===== config.mk =====
export PLATFORM = sky130hd
export DESIGN_NAME = tlk2711_tx_cmd_arb
export DESIGN_NICKNAME = d
export VERILOG_FILES = /design/src/rtl/tlk2711_pkg.sv /design/src/rtl/tlk2711_rr_arb.sv /design/src/rtl/tlk2711_tx_cmd_arb.sv
export SDC_FILE = /design/constraint.sdc
export NUM_CORES = 2
export LEC_CHECK = 0
export ABC_CLOCK_PERIOD_IN_PS = 4200
export CORE_MARGIN = 5
export CORE_UTILIZATION = 50
export CTS_BUF_LIST = sky130_fd_sc_hd__clkbuf_8
export CTS_CLUSTER_SIZE = 10
export DETAILED_ROUTE_END_ITERATION = 6
export HOLD_SLACK_MARGIN = 0.06
export PLACE_DENSITY = 0.84
export REMOVE_ABC_BUFFERS = 1
export SYNTH_ARGS = -nofsm -noshare
export SYNTH_HDL_FRONTEND = slang
export SYNTH_HIERARCHICAL = 1
export SYNTH_SLANG_ARGS = --single-unit

===== constraint.sdc =====
create_clock -name clk -period 4.2 [get_ports clk]
set_input_delay 0.84 -clock clk [delete_from_list [all_inputs] [get_ports clk]]
set_output_delay 0.84 -clock clk [all_outputs]
set_load 0.01 [all_outputs]

===== src/rtl/tlk2711_pkg.sv =====
// Shared FSM encoding, default widths and command-word field layout for the
// TLK2711 TX command arbiter.
package tlk2711_pkg;

  localparam int unsigned DEF_CH_NUM         = 4;
  localparam int unsigned DEF_ADDR_WIDTH     = 48;
  localparam int unsigned DEF_DLEN_WIDTH     = 16;
  localparam int unsigned DEF_BNUM_WIDTH     = 24;
  localparam int unsigned DEF_TIMEOUT_CYCLES = 65535;

  // Command word is {length, address}: address at the LSBs.
  localparam int unsigned CMD_ADDR_LSB = 0;

  typedef enum logic [1:0] {
    IDLE      = 2'd0,
    ARB       = 2'd1,
    REQ       = 2'd2,
    WAIT_LAST = 2'd3
  } arb_state_e;

  // Length field starts directly above the address field.
  function automatic int unsigned cmd_len_lsb(input int unsigned addr_width);
    return addr_width;
  endfunction

endpackage


===== src/rtl/tlk2711_rr_arb.sv =====
// Round-robin arbiter: search starts one past the last granted channel; the
// pointer moves only on adv so a grant is stable until it is consumed.
module tlk2711_rr_arb #(
  parameter int unsigned CH_NUM = 4
) (
  input  logic              clk,
  input  logic              rst,
  input  logic              clr,
  input  logic [CH_NUM-1:0] req,
  input  logic              adv,
  output logic [CH_NUM-1:0] grant_c
);

  localparam int unsigned PW = $clog2(CH_NUM);

  logic [PW-1:0] ptr;
  logic [PW-1:0] ptr_nxt;
  logic          hit;

  // First pass covers channels above the pointer, second pass wraps around.
  always_comb begin
    grant_c = '0;
    hit     = 1'b0;
    for (int unsigned j = 0; j < CH_NUM; j++) begin
      if (!hit && req[j] && (PW'(j) > ptr)) begin
        grant_c[j] = 1'b1;
        hit        = 1'b1;
      end
    end
    for (int unsigned j = 0; j < CH_NUM; j++) begin
      if (!hit && req[j] && (PW'(j) <= ptr)) begin
        grant_c[j] = 1'b1;
        hit        = 1'b1;
      end
    end
  end

  always_comb begin
    ptr_nxt = ptr;
    for (int unsigned j = 0; j < CH_NUM; j++) begin
      if (grant_c[j]) ptr_nxt = PW'(j);
    end
  end

  always_ff @(posedge clk or negedge rst) begin
    if (!rst) begin
      ptr <= PW'(CH_NUM - 1);
    end else if (clr) begin
      ptr <= PW'(CH_NUM - 1);
    end else if (adv) begin
      ptr <= ptr_nxt;
    end
  end

endmodule


===== src/rtl/tlk2711_tx_cmd_arb.sv =====
// TLK2711 TX DMA read-command arbiter: splits each channel job into body/tail
// commands and issues them one at a time, round-robin across channels.
// Optional WAIT_LAST watchdog (o_timeout port) when TLK2711_TX_CMD_TIMEOUT_EN is defined.
module tlk2711_tx_cmd_arb
  import tlk2711_pkg::*;
#(
  parameter int unsigned CH_NUM         = DEF_CH_NUM,
  parameter int unsigned ADDR_WIDTH     = DEF_ADDR_WIDTH,
  parameter int unsigned DLEN_WIDTH     = DEF_DLEN_WIDTH,
  parameter int unsigned BNUM_WIDTH     = DEF_BNUM_WIDTH,
  parameter int unsigned TIMEOUT_CYCLES = DEF_TIMEOUT_CYCLES
) (
  input  logic                             clk,
  input  logic                             rst,
  input  logic                             i_soft_rst,
  input  logic [CH_NUM-1:0]                i_tx_start,
  input  logic [CH_NUM*ADDR_WIDTH-1:0]     i_tx_base_addr,
  input  logic [CH_NUM*DLEN_WIDTH-1:0]     i_tx_packet_body,
  input  logic [CH_NUM*DLEN_WIDTH-1:0]     i_tx_packet_tail,
  input  logic [CH_NUM*BNUM_WIDTH-1:0]     i_tx_body_num,
  output logic                             o_rd_cmd_req,
  input  logic                             i_rd_cmd_ack,
  output logic [DLEN_WIDTH+ADDR_WIDTH-1:0] o_rd_cmd_data,
  output logic [$clog2(CH_NUM)-1:0]        o_rd_cmd_ch,
  input  logic                             i_dma_rd_last,
  output logic [CH_NUM-1:0]                o_ch_busy,
  output logic [CH_NUM-1:0]                o_ch_done
`ifdef TLK2711_TX_CMD_TIMEOUT_EN
  ,
  output logic                             o_timeout
`endif
);

  localparam int unsigned CH_W    = $clog2(CH_NUM);
  localparam int unsigned CMD_W   = DLEN_WIDTH + ADDR_WIDTH;
  localparam int unsigned LEN_LSB = cmd_len_lsb(ADDR_WIDTH);

  if (TIMEOUT_CYCLES < 1) begin : g_cfg_chk
    $error("TIMEOUT_CYCLES must be at least 1");
  end

  arb_state_e state;
  arb_state_e state_nxt;

  logic [ADDR_WIDTH-1:0] addr_q     [CH_NUM];
  logic [DLEN_WIDTH-1:0] body_len_q [CH_NUM];
  logic [DLEN_WIDTH-1:0] tail_len_q [CH_NUM];
  logic [BNUM_WIDTH-1:0] body_rem_q [CH_NUM];
  logic [CH_NUM-1:0]     tail_pend_q;

  logic [CH_NUM-1:0] has_body;
  logic [CH_NUM-1:0] has_tail;
  logic [CH_NUM-1:0] start_acc;
  logic [CH_NUM-1:0] start_job;
  logic [CH_NUM-1:0] start_empty;
  logic [CH_NUM-1:0] grant_c;
  logic [CH_NUM-1:0] cur_onehot;
  logic [CH_NUM-1:0] clr_vec;
  logic [CH_NUM-1:0] busy_nxt;
  logic [CH_NUM-1:0] done_nxt;
  logic [CH_W-1:0]   grant_idx;
  logic [CH_W-1:0]   ch_nxt;
  logic [DLEN_WIDTH-1:0] cur_len;
  logic [DLEN_WIDTH-1:0] nxt_len;
  logic [BNUM_WIDTH-1:0] cur_rem;
  logic [CMD_W-1:0]  nxt_data;
  logic [CMD_W-1:0]  data_nxt;
  logic              req_nxt;
  logic              adv;
  logic              fin;
  logic              fin_last;
  logic              timeout_hit;

  // Decode start pulses; a job without any command completes immediately.
  always_comb begin
    has_body    = '0;
    has_tail    = '0;
    start_acc   = '0;
    start_job   = '0;
    start_empty = '0;
    for (int unsigned j = 0; j < CH_NUM; j++) begin
      has_body[j]    = (i_tx_packet_body[j*DLEN_WIDTH +: DLEN_WIDTH] != '0) &&
                       (i_tx_body_num[j*BNUM_WIDTH +: BNUM_WIDTH] != '0);
      has_tail[j]    = i_tx_packet_tail[j*DLEN_WIDTH +: DLEN_WIDTH] != '0;
      start_acc[j]   = i_tx_start[j] && !o_ch_busy[j];
      start_job[j]   = start_acc[j] && (has_body[j] || has_tail[j]);
      start_empty[j] = start_acc[j] && !(has_body[j] || has_tail[j]);
    end
  end

  tlk2711_rr_arb #(
    .CH_NUM (CH_NUM)
  ) u_rr_arb (
    .clk     (clk),
    .rst     (rst),
    .clr     (i_soft_rst),
    .req     (o_ch_busy),
    .adv     (adv),
    .grant_c (grant_c)
  );

  always_comb begin
    grant_idx = '0;
    for (int unsigned j = 0; j < CH_NUM; j++) begin
      if (grant_c[j]) grant_idx = CH_W'(j);
    end
  end

  // Body commands drain first; body_rem is zero whenever only a tail remains.
  assign nxt_len = (body_rem_q[grant_idx] != '0) ? body_len_q[grant_idx] : tail_len_q[grant_idx];

  always_comb begin
    nxt_data = '0;
    nxt_data[LEN_LSB +: DLEN_WIDTH]      = nxt_len;
    nxt_data[CMD_ADDR_LSB +: ADDR_WIDTH] = addr_q[grant_idx];
  end

  assign cur_len    = o_rd_cmd_data[LEN_LSB +: DLEN_WIDTH];
  assign cur_rem    = body_rem_q[o_rd_cmd_ch];
  assign cur_onehot = CH_NUM'(1) << o_rd_cmd_ch;
  assign fin        = (state == WAIT_LAST) && i_dma_rd_last;
  assign fin_last   = fin && ((cur_rem == '0) ||
                              ((cur_rem == BNUM_WIDTH'(1)) && !tail_pend_q[o_rd_cmd_ch]));
  assign clr_vec    = (fin_last || timeout_hit) ? cur_onehot : '0;
  assign busy_nxt   = (o_ch_busy | start_job) & ~clr_vec;
  assign done_nxt   = start_empty | (fin_last ? cur_onehot : '0);

  always_comb begin
    state_nxt = state;
    req_nxt   = o_rd_cmd_req;
    data_nxt  = o_rd_cmd_data;
    ch_nxt    = o_rd_cmd_ch;
    adv       = 1'b0;
    case (state)
      IDLE: begin
        if (|busy_nxt) state_nxt = ARB;
      end
      ARB: begin
        if (|grant_c) begin
          state_nxt = REQ;
          req_nxt   = 1'b1;
          data_nxt  = nxt_data;
          ch_nxt    = grant_idx;
          adv       = 1'b1;
        end else begin
          state_nxt = IDLE;
        end
      end
      REQ: begin
        if (i_rd_cmd_ack) begin
          state_nxt = WAIT_LAST;
          req_nxt   = 1'b0;
        end
      end
      WAIT_LAST: begin
        if (fin || timeout_hit) state_nxt = (|busy_nxt) ? ARB : IDLE;
      end
      default: state_nxt = IDLE;
    endcase
    if (i_soft_rst) begin
      state_nxt = IDLE;
      req_nxt   = 1'b0;
      data_nxt  = '0;
      ch_nxt    = '0;
      adv       = 1'b0;
    end
  end

  always_ff @(posedge clk or negedge rst) begin
    if (!rst) begin
      state         <= IDLE;
      o_rd_cmd_req  <= 1'b0;
      o_rd_cmd_data <= '0;
      o_rd_cmd_ch   <= '0;
      o_ch_busy     <= '0;
      o_ch_done     <= '0;
    end else begin
      state         <= state_nxt;
      o_rd_cmd_req  <= req_nxt;
      o_rd_cmd_data <= data_nxt;
      o_rd_cmd_ch   <= ch_nxt;
      o_ch_busy     <= i_soft_rst ? '0 : busy_nxt;
      o_ch_done     <= i_soft_rst ? '0 : done_nxt;
    end
  end

  // Per-channel job context: latched on start, advanced on each completed command.
  always_ff @(posedge clk or negedge rst) begin
    if (!rst) begin
      for (int unsigned j = 0; j < CH_NUM; j++) begin
        addr_q[j]     <= '0;
        body_len_q[j] <= '0;
        tail_len_q[j] <= '0;
        body_rem_q[j] <= '0;
      end
      tail_pend_q <= '0;
    end else if (!i_soft_rst) begin
      for (int unsigned j = 0; j < CH_NUM; j++) begin
        if (start_acc[j]) begin
          addr_q[j]      <= i_tx_base_addr[j*ADDR_WIDTH +: ADDR_WIDTH];
          body_len_q[j]  <= i_tx_packet_body[j*DLEN_WIDTH +: DLEN_WIDTH];
          tail_len_q[j]  <= i_tx_packet_tail[j*DLEN_WIDTH +: DLEN_WIDTH];
          body_rem_q[j]  <= has_body[j] ? i_tx_body_num[j*BNUM_WIDTH +: BNUM_WIDTH] : '0;
          tail_pend_q[j] <= has_tail[j];
        end else if (fin && (o_rd_cmd_ch == CH_W'(j))) begin
          addr_q[j] <= addr_q[j] + ADDR_WIDTH'(cur_len);
          if (body_rem_q[j] != '0) begin
            body_rem_q[j] <= body_rem_q[j] - BNUM_WIDTH'(1);
          end else begin
            tail_pend_q[j] <= 1'b0;
          end
        end
      end
    end
  end

`ifdef TLK2711_TX_CMD_TIMEOUT_EN
  localparam int unsigned TO_W = $clog2(TIMEOUT_CYCLES + 1);

  logic [TO_W-1:0] to_cnt;

  // Fires on the TIMEOUT_CYCLES-th WAIT_LAST cycle unless rd_last arrives then.
  assign timeout_hit = (state == WAIT_LAST) && !i_dma_rd_last &&
                       (to_cnt == TO_W'(TIMEOUT_CYCLES - 1));

  always_ff @(posedge clk or negedge rst) begin
    if (!rst) begin
      to_cnt    <= '0;
      o_timeout <= 1'b0;
    end else begin
      o_timeout <= timeout_hit && !i_soft_rst;
      if ((state == WAIT_LAST) && (state_nxt == WAIT_LAST)) begin
        to_cnt <= to_cnt + TO_W'(1);
      end else begin
        to_cnt <= '0;
      end
    end
  end
`else
  assign timeout_hit = 1'b0;
`endif

endmodule

# Word level (Yosys, flattened, before mapping)

Index checks and enable logic that the tools add are counted.
W data, S select, Z words.

Bits in registers: 499
Input port bits: 425
Output and inout bits: 75
Logic and storage cells: 283

Add/sub/neg operators: 8
Order comparisons: 11
Equality and inequality tests: 15
Shifts and indexed selects: 1
Multiplexer cells: 100
Bitwise operators: 7
Reduce and logical (&&, ||, !) cells: 114

Operators by type and width:

| cell                    | count |
|---|---|
| $mux W24                | 20 |
| $mux W48                | 10 |
| $reduce_bool A24 Y1     | 9 |
| $add A48 B16 Y48        | 4 |
| $mux W64                | 3 |
| $reduce_bool A16 Y1     | 8 |
| $bmux W24 S2            | 2 |
| $bmux W48 S2            | 1 |
| $sub A24 B1 Y24 const B | 4 |
| $mux W16                | 5 |
| $bmux W16 S2            | 2 |
| $logic_and A1 B1 Y1     | 38 |
| $mux W1                 | 35 |
| $mux W2                 | 16 |
| $reduce_and A3 Y1       | 10 |
| $eq A24 B1 Y1 const B   | 1 |
| $logic_not A24 Y1       | 1 |
| $reduce_bool A2 Y1      | 11 |
| $reduce_and A2 Y1       | 10 |
| $logic_not A1 Y1        | 16 |
| $mux W4                 | 3 |
| $ne A3 B3 Y1 const B    | 4 |
| $eq A2 B2 Y1 const B    | 4 |
| $ne A2 B2 Y1 const B    | 4 |
| other kinds (21)        | 35 |

# Longest topological paths before layout

Depth in word-level cells: 41
Gate-level depth with buffers: 13
Depth with buffers taken out: 11

# Modules after synthesis

Netlist, hierarchy kept.

By module, submodules not included:

| module             | instances | cells each | area each (sq um) | sequential area each (sq um) |
|---|---|---|---|---|
| tlk2711_tx_cmd_arb | 1         | 3830       | 30991.0           | 12436.9 |
| tlk2711_rr_arb     | 1         | 32         | 261.5             | 52.6 |

# Worst setup path before layout

Ideal clock, no wire load.

Path type: register to register
Start: register o_rd_cmd_data[49]
End: register addr_q[44] (netlist bit)
Library setup time: 126 ps
Arrival time: 3030 ps
Data required time: 4074 ps
Slack: 1044 ps
Stages on the path, launching flop included: 12
Path buffers: 1
Clock period less this slack: 3156 ps
Cells stage by stage: dfrtp_1 -> inv_1 -> fa_1 -> nor2b_1 -> o21a_1 -> a21bo_2 -> a31oi_1 -> o21ai_0 -> nor2b_1 -> or3b_2 -> clkbuf_1 -> o311a_1

Longest elaborated chain between the ends: 3

Ends and longest elaborated chain:

| element                        | RTL line                  | source |
|---|---|---|
| start: declaration             | tlk2711_tx_cmd_arb.sv:23  | `output logic [DLEN_WIDTH+ADDR_WIDTH-1:0] o_rd_cmd_data,` |
| start signal: assignment       | tlk2711_tx_cmd_arb.sv:180 | `o_rd_cmd_data <= data_nxt;` |
| $add A48 B16 Y48               | tlk2711_tx_cmd_arb.sv:206 | `addr_q[j] <= addr_q[j] + ADDR_WIDTH'(cur_len);` |
| $mux W48                       | tlk2711_tx_cmd_arb.sv:205 | `end else if (fin && (o_rd_cmd_ch == CH_W'(j))) begin` |
| $mux W48                       | tlk2711_tx_cmd_arb.sv:199 | `if (start_acc[j]) begin` |
| end signal: indexed assignment | tlk2711_tx_cmd_arb.sv:200 | `addr_q[j] <= i_tx_base_addr[j*ADDR_WIDTH +: ADDR_WIDTH];` |
| end signal: indexed assignment | tlk2711_tx_cmd_arb.sv:206 |  |
| end: declaration               | tlk2711_tx_cmd_arb.sv:45  | `logic [ADDR_WIDTH-1:0] addr_q [CH_NUM];` |

Every way passes these cells. The select of a mux whose other input is x is not followed.
A chain may end at the register's enable or synchronous reset.

# Final worst setup path

Ends and elaborated chain as after synthesis.

==> flow_metrics.py <==
metrics = {
    "status": {
        "status": "finished, final reports clean",
    },
    "synthesis": {
        "netlist_area_sq_mm": 0.0313,
        "ys_types": 99,
        "ys_async_sr_fraction": 1.00,
        "synth-seq-cells": 499,
        "ys_seq_area_frac": 0.400,
        "ys_warn_count": 6,
        "syn_area_per_cell_sq_um": 8.09,
        "synthCells": 3862,
        "synth_top_flop_cell": "dfrtp_1",
        "synth-edff-count": 0,
    },
    "worst_setup_path": {
        "cp_slowest_stage_delay_ns": 0.60,
        "path_common_cell": "nor2b_1",
        "crit_type": "reg -> reg",
        "required_ns": 4.78,
        "crit_buf_inv": 2,
        "worstPathArrival_ns": 4.34,
        "worst_path_max_delay_cell": "or3b_2",
        "endpoint_kind": "register",
        "critPathTopFamily": "compound AO/OA/AOI/OAI gates",
        "worstPathCellList": "buf_4 > inv_1 > fa_1 > nor2b_1 > o21a_1 > a21bo_2 > a31oi_1 > o21ai_0 > nor2b_1 > or3b_2 > o311a_1",
        "crit_fanout": 6,
        "cp-start-kind": "register",
    },
    "place": {
        "hpwl_microns": 86700,
        "gp_congestion": 1.00,
        "place_inst": 5029,
        "io_buffers": 499,
    },
    "power": {
        "power.total_w": 0.0187,
        "clkPwrFrac": 0.261,
        "intPower_w": 0.0114,
        "swShare": 0.386,
        "netSwitchingPower_w": 0.00721,
        "irDropWorstVdd_v": 0.000287,
        "pwr-share-comb": 0.355,
        "power_density_mw_per_mm2": 478,
        "p_leak_nw": 16.2,
        "pwr-share-seq": 0.384,
    },
    "grt": {
        "grt.total_usage": 0.333,
        "grt_pass1_vias": 31400,
        "grt.overflow.total": 0,
        "antenna_found_initial": 7,
        "grt_pass1_wl_microns": 179000,
        "grt_max_degree": 121,
    },
    "die": {
        "num_io_pins": 500,
        "std_cell_rows": 91,
        "die_area_sq_mm": 0.0676,
        "fp.dieW_microns": 260,
        "initial_core_util": 0.505,
        "coreArea_sq_mm": 0.0618,
        "die_height_microns": 260,
    },
    "drt": {
        "vias": 33000,
        "wirelength_microns": 117000,
        "drt_iter0_markers": 3700,
        "first_pass_iters": 7,
        "viasPerCell": 6.35,
        "remaining_drc_errors": 0,
        "antenna_left": 0,
        "routedWlPerCell_microns": 22.6,
    },
    "clock_tree": {
        "cts_tree": "yes",
        "clock_path_buffers": 3,
        "cts_max_level": 3,
        "clock-sinks": 499,
        "post_cts_resized": 0,
        "insertion_delay_ns": 0.71,
        "cts_made_buffers": 90,
        "path_clk_slew_ns": 0.06,
        "postCtsHoldBufs": 0,
        "post_cts_buffers": 0,
        "root_buffer": "clkbuf_8",
    },
    "timing": {
        "hold_viol_final": 0,
        "layout_min_cycle_time_ns": 3.76,
        "slew_headroom": 0.375,
        "rsz0062_at_grt": "no",
        "whs_ns": 0.112,
        "slew_violations": 0,
        "fin_skew_ns": 0.0386,
        "clock.fmax_mhz": 266,
        "setup_viol": 0,
        "tightestPinTransition_ns": 0.938,
        "fin_crit_sh": 0.894,
    },
    "finish": {
        "fillers": 5269,
        "drive_gt1_frac": 0.0731,
        "final_nets": 4781,
        "area_delta_synth_final_pct": 24.8,
        "final_cells": 5192,
    },
    "run": {
        "maxCapViolCount": 0,
    },
    "min_path": {
        "hold_path_class": "in -> async",
    },
}
power by group through the flow:
stage          combinational [W]  sequential (W)  clock, W
3_3_place_gp             0.00632         0.00712         0
5_1_grt                  0.00731         0.00730   0.00512
4_1_cts                  0.00653         0.00710   0.00491
3_5_place_dp             0.00650         0.00717         0
6_report                 0.00663         0.00715   0.00487
2_1_floorplan            0.00418         0.00692         0
final cells by class:
class	count	area [sq um]	area share
diodes	5	12.5	0.000321
clock buffers	113	1560	0.0399
clock inverters	45	322	0.00824
inverters	52	195	0.00500
multi-input cells	3055	17600	0.451
flip-flops and latches	499	12500	0.320
well taps	837	1050	0.0269
repair buffers	586	5780	0.148
cells in the final DEF, fill, tap and decap left out, drive strengths merged, types with 68 or more instances in the layout:
cell and n:
a21oi 388, buf 89, clkbuf 113, clkdlybuf4s50 497
dfrtp 497, ha 68, inv 84, mux2i 84
nand2 719, nand3 93, nor2 355, nor3 84
nor4 97, o21ai 366
per-layer routing:
| layer | part of all wire | global-route usage |
|---|---|---|
| met1 | 0.38 | 0.438 |
| met2 | 0.46 | 0.528 |
| met3 | 0.11 | 0.0796 |
| met4 | 0.050 | 0.147 |
| met5 | 0.00039 | 0 |
worst reg2reg max path, delay by kind of cell (launching register included):
kind,cells,cell delay (ns)
compound gates,5,1.38
fa+ha+maj,1,0.47
buf+inv,2,0.32
flops,1,0.37
simple gates,3,1.14
cells by family (layout without fill, tap and decap cells):
| family | count (synthesis) | count (layout) | share of synthesized area |
|---|---|---|---|
| AO/OA/AOI/OAI | 1238 | 1238 | 0.244 |
| XOR/XNOR | 41 | 41 | 0.0115 |
| adder cells (fa/ha/maj) | 72 | 72 | 0.0298 |
| buffers and inverters | 308 | 796 | 0.0428 |
| flip-flops | 499 | 499 | 0.400 |
| multiplexers | 101 | 101 | 0.0399 |
| other | 0 | 5 | 0 |
| AND/OR/NAND/NOR | 1603 | 1603 | 0.232 |
metrics by stage:
step | TNS [ns] | cell area, sq um | worst slack [ns] | utilization
detailed placement | 0 | 37100 | 0.495 | 0.600
CTS | 0 | 39000 | 0.482 | 0.631
floorplan | -814.25 | 30100 | -4.52 | -
global placement | 0 | 37100 | 0.627 | 0.600
finish | 0 | 39000 | 0.444 | 0.631
global route | 0 | 39000 | 0.251 | 0.631
cells in the mapped netlist, drive strengths merged, types with 32 or more instances:
| cell type | instances | share of area |
|---|---|---|
| nand4 | 38 | 0.0076 |
| ha | 68 | 0.027 |
| dfrtp | 497 | 0.40 |
| a21o | 40 | 0.0097 |
| mux2i | 84 | 0.027 |
| and3 | 62 | 0.012 |
| nor3 | 84 | 0.014 |
| or3 | 37 | 0.0077 |
| a22oi | 32 | 0.0077 |
| nor4 | 97 | 0.021 |
| clkbuf | 223 | 0.030 |
| nand3 | 93 | 0.015 |
| o211ai | 62 | 0.015 |
| nand2 | 719 | 0.086 |
| inv | 52 | 0.0062 |
| a31oi | 49 | 0.010 |
| a21oi | 388 | 0.063 |
| o22ai | 53 | 0.011 |
| nor2 | 355 | 0.043 |
| o21ai | 366 | 0.059 |
registers in the layout, summed over array words and instances, names as in the netlist:
signal         count
tail_pend_q        4
o_rd_cmd_req       1
addr_q           192
u_rr_arb/ptr       2
body_rem_q        96
body_len_q        64
o_rd_cmd_ch        2
o_ch_done          4
state              2
tail_len_q        64
o_ch_busy          4
o_rd_cmd_data     64
worst paths after layout:
kind	slack, ns	to	depth (start not counted)	from
max in group asynchronous	2.91	addr_q[146]	2	rst
min in group clk	0.47	body_len_q[12]	2	body_len_q[12]
hold reg to reg	0.47	body_len_q[12]	2	body_len_q[12]
setup / recovery	0.44	addr_q[44]	11	o_rd_cmd_data[49]
setup reg to reg	0.44	addr_q[44]	11	o_rd_cmd_data[49]
hold / removal	0.11	body_rem_q[61]	1	rst
No activity file was read; power rests on OpenSTA's default activity.
